==> src/rtl/seq_addsub16_pkg.sv <==
// Shared types and constants for the nibble-serial 16-bit add/sub datapath.
package addsub_pkg;

  typedef enum logic [1:0] {
    IDLE = 2'b00,
    RUN  = 2'b01,
    DONE = 2'b10
  } state_t;

  localparam int unsigned DATA_W  = 16;
  localparam int unsigned NIB_W   = 4;
  localparam int unsigned NUM_NIB = 4;

  localparam logic [1:0]        LAST_IDX = 2'(NUM_NIB - 1);
  localparam logic [DATA_W-1:0] SAT_POS  = 16'h7FFF;
  localparam logic [DATA_W-1:0] SAT_NEG  = 16'h8000;

endpackage

==> src/rtl/seq_addsub16_if.sv <==
// Start/busy/done handshake, operands and result/flags between execute stage and seq_addsub16.
interface seq_addsub16_if;

  logic                          start;
  logic [addsub_pkg::DATA_W-1:0] a;
  logic [addsub_pkg::DATA_W-1:0] b;
  logic                          is_sub;
  logic                          busy;
  logic                          done;
  logic [addsub_pkg::DATA_W-1:0] sum;
  logic                          ovfl;
  logic                          flag_z;
  logic                          flag_n;
  logic                          flag_v;

  modport master (
    output start, a, b, is_sub,
    input  busy, done, sum, ovfl, flag_z, flag_n, flag_v
  );

  modport slave (
    input  start, a, b, is_sub,
    output busy, done, sum, ovfl, flag_z, flag_n, flag_v
  );

endinterface

==> src/rtl/seq_addsub16_nibble.sv <==
// Combinational 4-bit adder slice; also exposes the carry into its MSB for overflow detection.
module add_nibble
  import addsub_pkg::*;
(
  input  logic [NIB_W-1:0] a,
  input  logic [NIB_W-1:0] b,
  input  logic             cin,
  output logic [NIB_W-1:0] s,
  output logic             cout,
  output logic             c3
);

  logic [NIB_W:0]   full;
  logic [NIB_W-1:0] low;

  always_comb begin
    full = {1'b0, a} + {1'b0, b} + {{NIB_W{1'b0}}, cin};
    low  = {1'b0, a[NIB_W-2:0]} + {1'b0, b[NIB_W-2:0]} + {{(NIB_W-1){1'b0}}, cin};
    s    = full[NIB_W-1:0];
    cout = full[NIB_W];
    c3   = low[NIB_W-1];
  end

endmodule

==> src/rtl/seq_addsub16.sv <==
// Multi-cycle 16-bit saturating add/sub: one 4-bit slice reused over four cycles, LS nibble first.
module seq_addsub16
  import addsub_pkg::*;
#(
  parameter bit SATURATE = 1'b1
) (
  input  logic          clk,
  input  logic          rst,
  seq_addsub16_if.slave bus
);

  state_t state, state_next;

  logic [1:0]        idx;
  logic              carry;
  logic [DATA_W-1:0] a_q;
  logic [DATA_W-1:0] b_q;
  logic              is_sub_q;
  logic [DATA_W-1:0] result;
  logic              ovfl_q;
  logic              flag_z_q;
  logic              flag_n_q;

  logic              accept;
  logic [NIB_W-1:0]  nib_a;
  logic [NIB_W-1:0]  nib_b;
  logic [NIB_W-1:0]  nib_s;
  logic              nib_cout;
  logic              nib_c3;
  logic              last;
  logic              v;
  logic [DATA_W-1:0] full_sum;
  logic [DATA_W-1:0] final_sum;

  add_nibble u_nibble (
    .a    (nib_a),
    .b    (nib_b),
    .cin  (carry),
    .s    (nib_s),
    .cout (nib_cout),
    .c3   (nib_c3)
  );

  always_comb begin
    accept     = bus.start && (state == IDLE || state == DONE);
    last       = (idx == LAST_IDX);
    state_next = state;
    unique case (state)
      IDLE:    if (accept) state_next = RUN;
      RUN:     if (last)   state_next = DONE;
      DONE:    state_next = accept ? RUN : IDLE;
      default: state_next = IDLE;
    endcase
  end

  // Subtraction is A + ~B + 1: operand B is inverted per nibble, the +1 enters as the initial carry.
  always_comb begin
    nib_a     = a_q[{idx, 2'b00} +: NIB_W];
    nib_b     = b_q[{idx, 2'b00} +: NIB_W] ^ {NIB_W{is_sub_q}};
    full_sum  = {nib_s, result[DATA_W-NIB_W-1:0]};
    v         = nib_c3 ^ nib_cout;
    final_sum = full_sum;
    if (SATURATE && v)
      final_sum = a_q[DATA_W-1] ? SAT_NEG : SAT_POS;
  end

  always_ff @(posedge clk or posedge rst) begin
    if (rst)
      state <= IDLE;
    else
      state <= state_next;
  end

  always_ff @(posedge clk or posedge rst) begin
    if (rst) begin
      idx      <= '0;
      carry    <= 1'b0;
      a_q      <= '0;
      b_q      <= '0;
      is_sub_q <= 1'b0;
      result   <= '0;
      ovfl_q   <= 1'b0;
      flag_z_q <= 1'b0;
      flag_n_q <= 1'b0;
    end else if (accept) begin
      a_q      <= bus.a;
      b_q      <= bus.b;
      is_sub_q <= bus.is_sub;
      result   <= '0;
      idx      <= '0;
      carry    <= bus.is_sub;
    end else if (state == RUN) begin
      carry <= nib_cout;
      idx   <= idx + 2'd1;
      if (last) begin
        result   <= final_sum;
        ovfl_q   <= v;
        flag_z_q <= (final_sum == '0);
        flag_n_q <= final_sum[DATA_W-1];
      end else begin
        result[{idx, 2'b00} +: NIB_W] <= nib_s;
      end
    end
  end

  assign bus.busy   = (state == RUN);
  assign bus.done   = (state == DONE);
  assign bus.sum    = result;
  assign bus.ovfl   = ovfl_q;
  assign bus.flag_v = ovfl_q;
  assign bus.flag_z = flag_z_q;
  assign bus.flag_n = flag_n_q;

endmodule
==> src/flat_wrapper.sv <==
// flat-port wrapper written by rule: the top's interface ports become plain ports
module seq_addsub16_flat import addsub_pkg::*;
#(
  parameter bit SATURATE = 1'b1
)
  (clk, rst, bus_start, bus_a, bus_b, bus_is_sub, bus_busy, bus_done, bus_sum, bus_ovfl, bus_flag_z, bus_flag_n, bus_flag_v);
  seq_addsub16_if bus_i ();
  input  logic clk;
  input  logic rst;
  input wire logic [$bits(bus_i.start)-1:0] bus_start;
  input wire logic [$bits(bus_i.a)-1:0] bus_a;
  input wire logic [$bits(bus_i.b)-1:0] bus_b;
  input wire logic [$bits(bus_i.is_sub)-1:0] bus_is_sub;
  output wire logic [$bits(bus_i.busy)-1:0] bus_busy;
  output wire logic [$bits(bus_i.done)-1:0] bus_done;
  output wire logic [$bits(bus_i.sum)-1:0] bus_sum;
  output wire logic [$bits(bus_i.ovfl)-1:0] bus_ovfl;
  output wire logic [$bits(bus_i.flag_z)-1:0] bus_flag_z;
  output wire logic [$bits(bus_i.flag_n)-1:0] bus_flag_n;
  output wire logic [$bits(bus_i.flag_v)-1:0] bus_flag_v;
  assign bus_i.start = bus_start;
  assign bus_i.a = bus_a;
  assign bus_i.b = bus_b;
  assign bus_i.is_sub = bus_is_sub;
  assign bus_busy = bus_i.busy;
  assign bus_done = bus_i.done;
  assign bus_sum = bus_i.sum;
  assign bus_ovfl = bus_i.ovfl;
  assign bus_flag_z = bus_i.flag_z;
  assign bus_flag_n = bus_i.flag_n;
  assign bus_flag_v = bus_i.flag_v;
  seq_addsub16 #(.SATURATE(SATURATE)) u_core (.clk(clk), .rst(rst), .bus(bus_i));
endmodule
==> config.mk <==
export PLATFORM = sky130hd
export DESIGN_NAME = seq_addsub16_flat
export DESIGN_NICKNAME = d
export VERILOG_FILES = /design/src/rtl/seq_addsub16_pkg.sv /design/src/rtl/seq_addsub16_if.sv /design/src/rtl/seq_addsub16_nibble.sv /design/src/rtl/seq_addsub16.sv /design/src/flat_wrapper.sv
export SDC_FILE = /design/constraint.sdc
export NUM_CORES = 1
export LEC_CHECK = 0
export BUFFER_PORTS_ARGS = -buffer_cell sky130_fd_sc_hd__buf_2
export CORE_MARGIN = 8
export CORE_UTILIZATION = 59
export DETAILED_ROUTE_END_ITERATION = 7
export HOLD_SLACK_MARGIN = 0.02
export PLACE_DENSITY = 0.95
export SLEW_MARGIN = 0
export SYNTH_ARGS = -nofsm -noshare
export SYNTH_HDL_FRONTEND = slang
export SYNTH_SLANG_ARGS = --single-unit
export TNS_END_PERCENT = 30
==> constraint.sdc <==
create_clock -name clk -period 6.02 [get_ports clk]
set_input_delay 0 -clock clk [delete_from_list [all_inputs] [get_ports clk]]
set_output_delay 0 -clock clk [all_outputs]
set_load 0.02 [all_outputs]
Word-level counts from Yosys, hierarchy flattened --
Cells that the tools add are included.
Word-level totals: bits in registers 57
Operators by class: bitwise logic cells 3, equality and inequality tests 5, muxes and demuxes 14, add/subtract/negate cells 6, reductions and logical operators 7, shifts and indexed selects 4
Operator list (number):
- $mux 16 | 5
- $shiftx 16x5->4 | 2
- $bwmux 16 | 1
- $logic_not 16->1 | 1
- $shift 4x6->16 const A | 1
- $shiftx 4x6->16 | 1
- $mux 2 | 4
- $neg 4->6 | 1
- $pmux 2 s3 | 1
- $add 4x4->5 | 1
- $add 5x1->5 | 1
- $add 3x3->4 | 1
- $add 4x1->4 | 1
- $eq 2x2->1 const B | 2
- $ne 2x1->1 const B | 2
- $xor 4x4->4 | 1
- $mux 1 | 3
- $reduce_and 3->1 | 1
- $add 2x1->2 const B | 1
- $eq 2x1->1 const B | 1
- $logic_not 2->1 | 1
- $reduce_and 2->1 | 1
- $reduce_bool 2->1 | 1
- $logic_and 1x1->1 | 1
- other kinds (3) | 3

Depth between registers and ports, before layout --
depth after elaboration 9, depth in mapped cells 12, depth with buffers taken out 9

By module --
From an unflattened synthesis, not the netlist that was laid out.
Second synthesis, totals: cell total of the unflattened synthesis 317, area total of the unflattened synthesis 2972.9 sq um
By module, submodules not included:
- seq_addsub16 | cells each 297, times used 1, area each 2817.7 sq um, seq. area each 1426.4 sq um
- add_nibble | cells each 20, times used 1, area each 155.1 sq um, seq. area each 0.0 sq um

Least setup slack after synthesis --
Ideal clock, no wire load.
kind reg-to-reg, start reg u_core.idx[1], end reg u_core.result[8], in the netlist u_core.bus.sum[8], buffers on the path 2, data required time 5.879 ns, arrival 3.352 ns, setup slack 2.527 ns, clock period less this slack 3.493 ns, stages on the path, launching flop included 12, library setup time 0.141 ns, path through dfrtp_1 -> clkbuf_1 -> mux4_2 -> xnor2_1 -> fa_1 -> fa_1 -> nand2b_1 -> a21oi_2 -> xnor2_2 -> buf_6 -> mux2i_1 -> o221ai_1
On the way: longest elaborated chain between the ends 9, elaborated cells between the ends (all ways) 17, classes of those cells add/sub (5); eq/ne (1); shift (4); mux (5); bitwise (2)
RTL lines:
- start: declaration | RTL line seq_addsub16.sv:14 | logic [1:0] idx;
- start signal: assignment | RTL line seq_addsub16.sv:94 | idx <= idx + 2'd1;
- $shiftx 16x5->4 | RTL line seq_addsub16.sv:59 | nib_b = b_q[{idx, 2'b00} +: NIB_W] ^ {NIB_W{is_sub_q}};
- $xor 4x4->4 | RTL line seq_addsub16.sv:59
- $add 4x4->5 or $add 3x3->4 (tied branches) | RTL line seq_addsub16_nibble.sv:17, seq_addsub16_nibble.sv:18
- $add 5x1->5 or $add 4x1->4 (tied branches) | RTL line seq_addsub16_nibble.sv:17, seq_addsub16_nibble.sv:18
- $shiftx 4x6->16 or $xor 1x1->1 (tied branches) | RTL line seq_addsub16.sv:101, seq_addsub16.sv:61
- $bwmux 16 or $mux 16 (tied branches) | RTL line seq_addsub16.sv:101, seq_addsub16.sv:63
- $mux 16 * | RTL line seq_addsub16.sv:95 | if (last) begin
- $mux 16 * | RTL line seq_addsub16.sv:92 | end else if (state == RUN) begin
- $mux 16 * | RTL line seq_addsub16.sv:85 | end else if (accept) begin
- end signal: assignment | RTL line seq_addsub16.sv:96 | result <= final_sum;
- end signal: indexed assignment | RTL line seq_addsub16.sv:101 | result[{idx, 2'b00} +: NIB_W] <= nib_s;
- end: declaration | RTL line seq_addsub16.sv:19 | logic [DATA_W-1:0] result;
Mark *: on every way between the ends. The rest lies on a longest branch, timed or not. The select of a mux whose other input is x is not followed. A chain may end at the register's enable or synchronous reset.

Final worst setup path --
start reg u_core.idx[0], end reg u_core.result[12], in the netlist u_core.bus.sum[12]
Same word-level chain as after synthesis.

==> results.env <==
RUN_STATUS='complete, no violations'
TOP_LEVEL_PORTS=58
CTS-ROOT-BUF='sky130_fd_sc_hd__clkbuf_8'
TRITONCTS.NUM_BUFFERS=9
CLOCK_INSERTION_DELAY_WORST_SKEW_PS=350
TRITONCTS='done'
VIA_COUNT=2667
POST_ROUTE_CELLS_DRIVE_ABOVE_1_SHARE=0.218
LAYOUT.CELLS.MOST_COMMON_LIST='sky130_fd_sc_hd__nand2_1 (114), sky130_fd_sc_hd__buf_2 (57), sky130_fd_sc_hd__dfrtp_1 (57), sky130_fd_sc_hd__dlygate4sd3_1 (34), sky130_fd_sc_hd__nor2_1 (15)'
CTS.REPAIR_TIMING.SETUP_BUFFER_COUNT=0
DPL-INSTANCE-AREA_UM2=3270
SYN-MEAN-INSTANCE-AREA_UM2=9.35
TIMING_HOLD_VIOLATIONS_FINAL=0
TIMING.HOLD.WORST_PATH_DEPTH=4
IO_BUFFERS=57
WORST_PATH_CELL_WITH_THE_LONGEST_STAGE_DELAY='sky130_fd_sc_hd__dfrtp_1'
DRV_CAP=0
YOSYSUNIQUECELLTYPES=44
TIMING.SLEW.HEADROOM=0.231
FIRST_GLOBAL_VIAS=2783
ARRIVAL_PS=4010
RESIDUAL_DRC=0
R2R-END='u_core.bus.sum[12]'
WL_UM=8020
GRT-OVFL-TOTAL=0
TIMING.REG2REG.SETUP_SLACK_PS=2280
RSZ0062_AT_GRT='false'
FIRST_PASS_ITERS=5
VIAS_PER_CELL=5.58
FINAL_MIN_PERIOD_OVER_CLOCK_PERIOD=0.621
YS.WARNINGS.COUNT=0
FINAL-SEQ-AREA_UM2=1430
BIGGEST_CELL_DELAY_ALONG_THE_CRITICAL_PATH_PS=820
LARGEST_NET_DEGREE_AT_THE_START_OF_GLOBAL_ROUTING=58
WORST_HOLD_STARTPOINT='bus_start'
CLK_TRANSITION_REPORTED_PATHS_PS=60
CTS_RESIZED=0
DIEAREA_UM2=7550
CRITICALPATHCATEGORY='register to register'
DESIGN_AREA_UM2=3820
NUM-NETS-FINAL=448
WORSTSETUPSTARTPOINTTYPE='register'
CLOCK_SKEW_PS=9.61
SYNTH-SEQ-CELLS=57
ROUTED_WIRE_LENGTH_PER_INSTANCE_UM=16.8
CTS.PATH.MAX_BUFFERS=2
CRIT_TOP_CELL='sky130_fd_sc_hd__fa_1'
ASYNC_FLOP_SHARE=1.00
CRIT-REG2REG-LAUNCH='u_core.idx[0]'
NUMBER_OF_ENABLE_FLIP_FLOP_CELLS_AFTER_SYNTHESIS=0
YS.FLOP_TYPE='sky130_fd_sc_hd__dfrtp_1'
SYN-CELL-AREA_UM2=2960
FINAL_MAX_SLEW_VIOL_COUNT=0
SETUP.WORST_PATH.END_CLASS='register'
POSTSYNTHCELLCOUNT=317
FINALCRITICALPERIOD_PS=3740
GR-USAGE-ALL-LAYERS=0.232
SETUP_VIOL=0
TIMING.REG2REG.WORST_PATH_DEPTH=9
AREA_DELTA_SYNTH_FINAL_PCT=29.0
MAX_FREQ_MHz=267
DIE_H_UM=86.9
CTS_HTREE_LEVELS=3
CRITICAL_PATH_PEAK_FANOUT=17
SYNTH_SEQUENTIAL_AREA_RATIO=0.481
NUMCLOCKSINKS=57
TIMING.CRITICAL_PATH.REQUIRED_PS=6290
POSTSYNTHNETCOUNT=362
MIN_TO='u_core.a_q[15]'
CORE_REGION_AREA_UM2=4980
GPL.FINAL_WEIGHTED_CONGESTION=0.909
ANT_NETS=0
CORE.ROWCOUNT=26
LAYOUT_COMMONEST_CELL='sky130_fd_sc_hd__nand2_1'
FLOORPLAN.INITIALDENSITY=0.596
AREA_TAKEN_BY_MULTI_INPUT_LOGIC_GATES_UM2=1420
DRT_ITER0_DRC=237
GRT_FIRST_PASS_WIRELENGTH_UM=13300
GRT_ANTENNA_BEFORE_REPAIR=0
FINAL_LAYOUT_FILL_CELL_COUNT=320
MIN_PATH_TYPE='input pin to register'
SLEW_AT_THE_PIN_CLOSEST_TO_ITS_MAX_SLEW_LIMIT_PS=1150
SETUP-TNS-FINAL_PS=0
ANTENNA_CELLS=0
TIMING.CRITICAL_PATH.CELLS='mux4_2 > xnor2_1 > fa_1 > fa_1 > nand2b_1 > a21oi_2 > xnor2_2 > mux2_2 > o21ai_1'
DIE_WIDTH_UM=86.9
HALF_PERIMETER_WIRE_LENGTH_OF_THE_DETAILED_PLACEMENT_RESULT_UM=4980
==> cell usage after synthesis (all sizes together), types with 6 or more instances <==
cell type	count	area, um2
nand3	6	30.0
mux2i	10	100
clkbuf	12	45.0
o21ai	17	88.8
inv	12	45.0
ha	7	87.6
buf	6	35.0
nand2	114	428
dfrtp	57	1430
nor2	15	56.3
mux4	8	180
==> worst max-delay path, delay by kind of cell, from the launching register on <==
kind                     cells  cell delay [ps]
adder cells (fa/ha/maj)      2              880
multiplexers                 2              830
flip-flops                   1              820
XOR/XNOR                     2              550
AO/OA/AOI/OAI                2              400
AND/OR/NAND/NOR              1              170
==> sequential cells by signal (all words and copies together), names as in the netlist <==
register / flops
u_core.bus.sum: 16
u_core.bus.flag_v: 1
u_core.carry: 1
u_core.state: 2
u_core.is_sub_q: 1
u_core.a_q: 16
u_core.bus.flag_n: 1
u_core.b_q: 16
u_core.idx: 2
u_core.bus.flag_z: 1
==> repair_timing <==
item | 4_1_cts | 5_1_grt
hold endpoints to repair | 91 | 0
setup endpoints to repair | 0 | 0
hold buffers | 34 | 0
==> per-layer routing <==
layer,global-route usage,up-vias,routed length [um]
met5,0,-,0
met4,0.106,0,250
met3,0.0877,28,625
met2,0.397,126,4150
met1,0.247,1276,2990
li1,-,1237,-
==> cell families (layout without fill, tap and decap cells) <==
group	after synthesis	after routing	synth area share
mux	20	20	0.102
compound gates	41	41	0.0937
flops	57	57	0.481
buf+inv	30	121	0.0422
simple gates	152	152	0.211
xor+xnor	8	8	0.0262
fa+ha+maj	9	9	0.0431
==> worst max path at each step <==
stage	slack, ps	start	cells after the start	endpoint
floorplan	2530	u_core.idx[1]	11	u_core.bus.sum[8]
global placement	2390	u_core.idx[0]	9	u_core.bus.sum[13]
detailed placement	2250	u_core.idx[0]	9	u_core.bus.sum[12]
CTS	2240	u_core.idx[0]	9	u_core.bus.sum[12]
global route	2020	u_core.idx[0]	9	u_core.bus.sum[12]
finish	2280	u_core.idx[0]	9	u_core.bus.sum[12]
==> stage by stage <==
| stage | instances | util | hold WS [ps] | setup slack, ps |
|---|---|---|---|---|
| floorplan | 317 | - | 105 | 2530 |
| global placement | 428 | 0.658 | 188 | 2390 |
| detailed placement | 428 | 0.658 | 194 | 2250 |
| CTS | 478 | 0.768 | 134 | 2240 |
| global route | 478 | 0.768 | 207 | 2020 |
| finish | 478 | 0.768 | 144 | 2280 |
==> cell type report <==
type | instances | share of cell area
repair buffers | 93 | 0.168
clock inverters | 2 | 0.00917
clock buffers | 14 | 0.0452
well taps | 70 | 0.0229
multi-input cells | 230 | 0.370
flip-flops and latches | 57 | 0.373
inverters | 12 | 0.0118
Power is not shown: default switching activity piles up to over one toggle a cycle in this logic, so the estimate is an artifact.
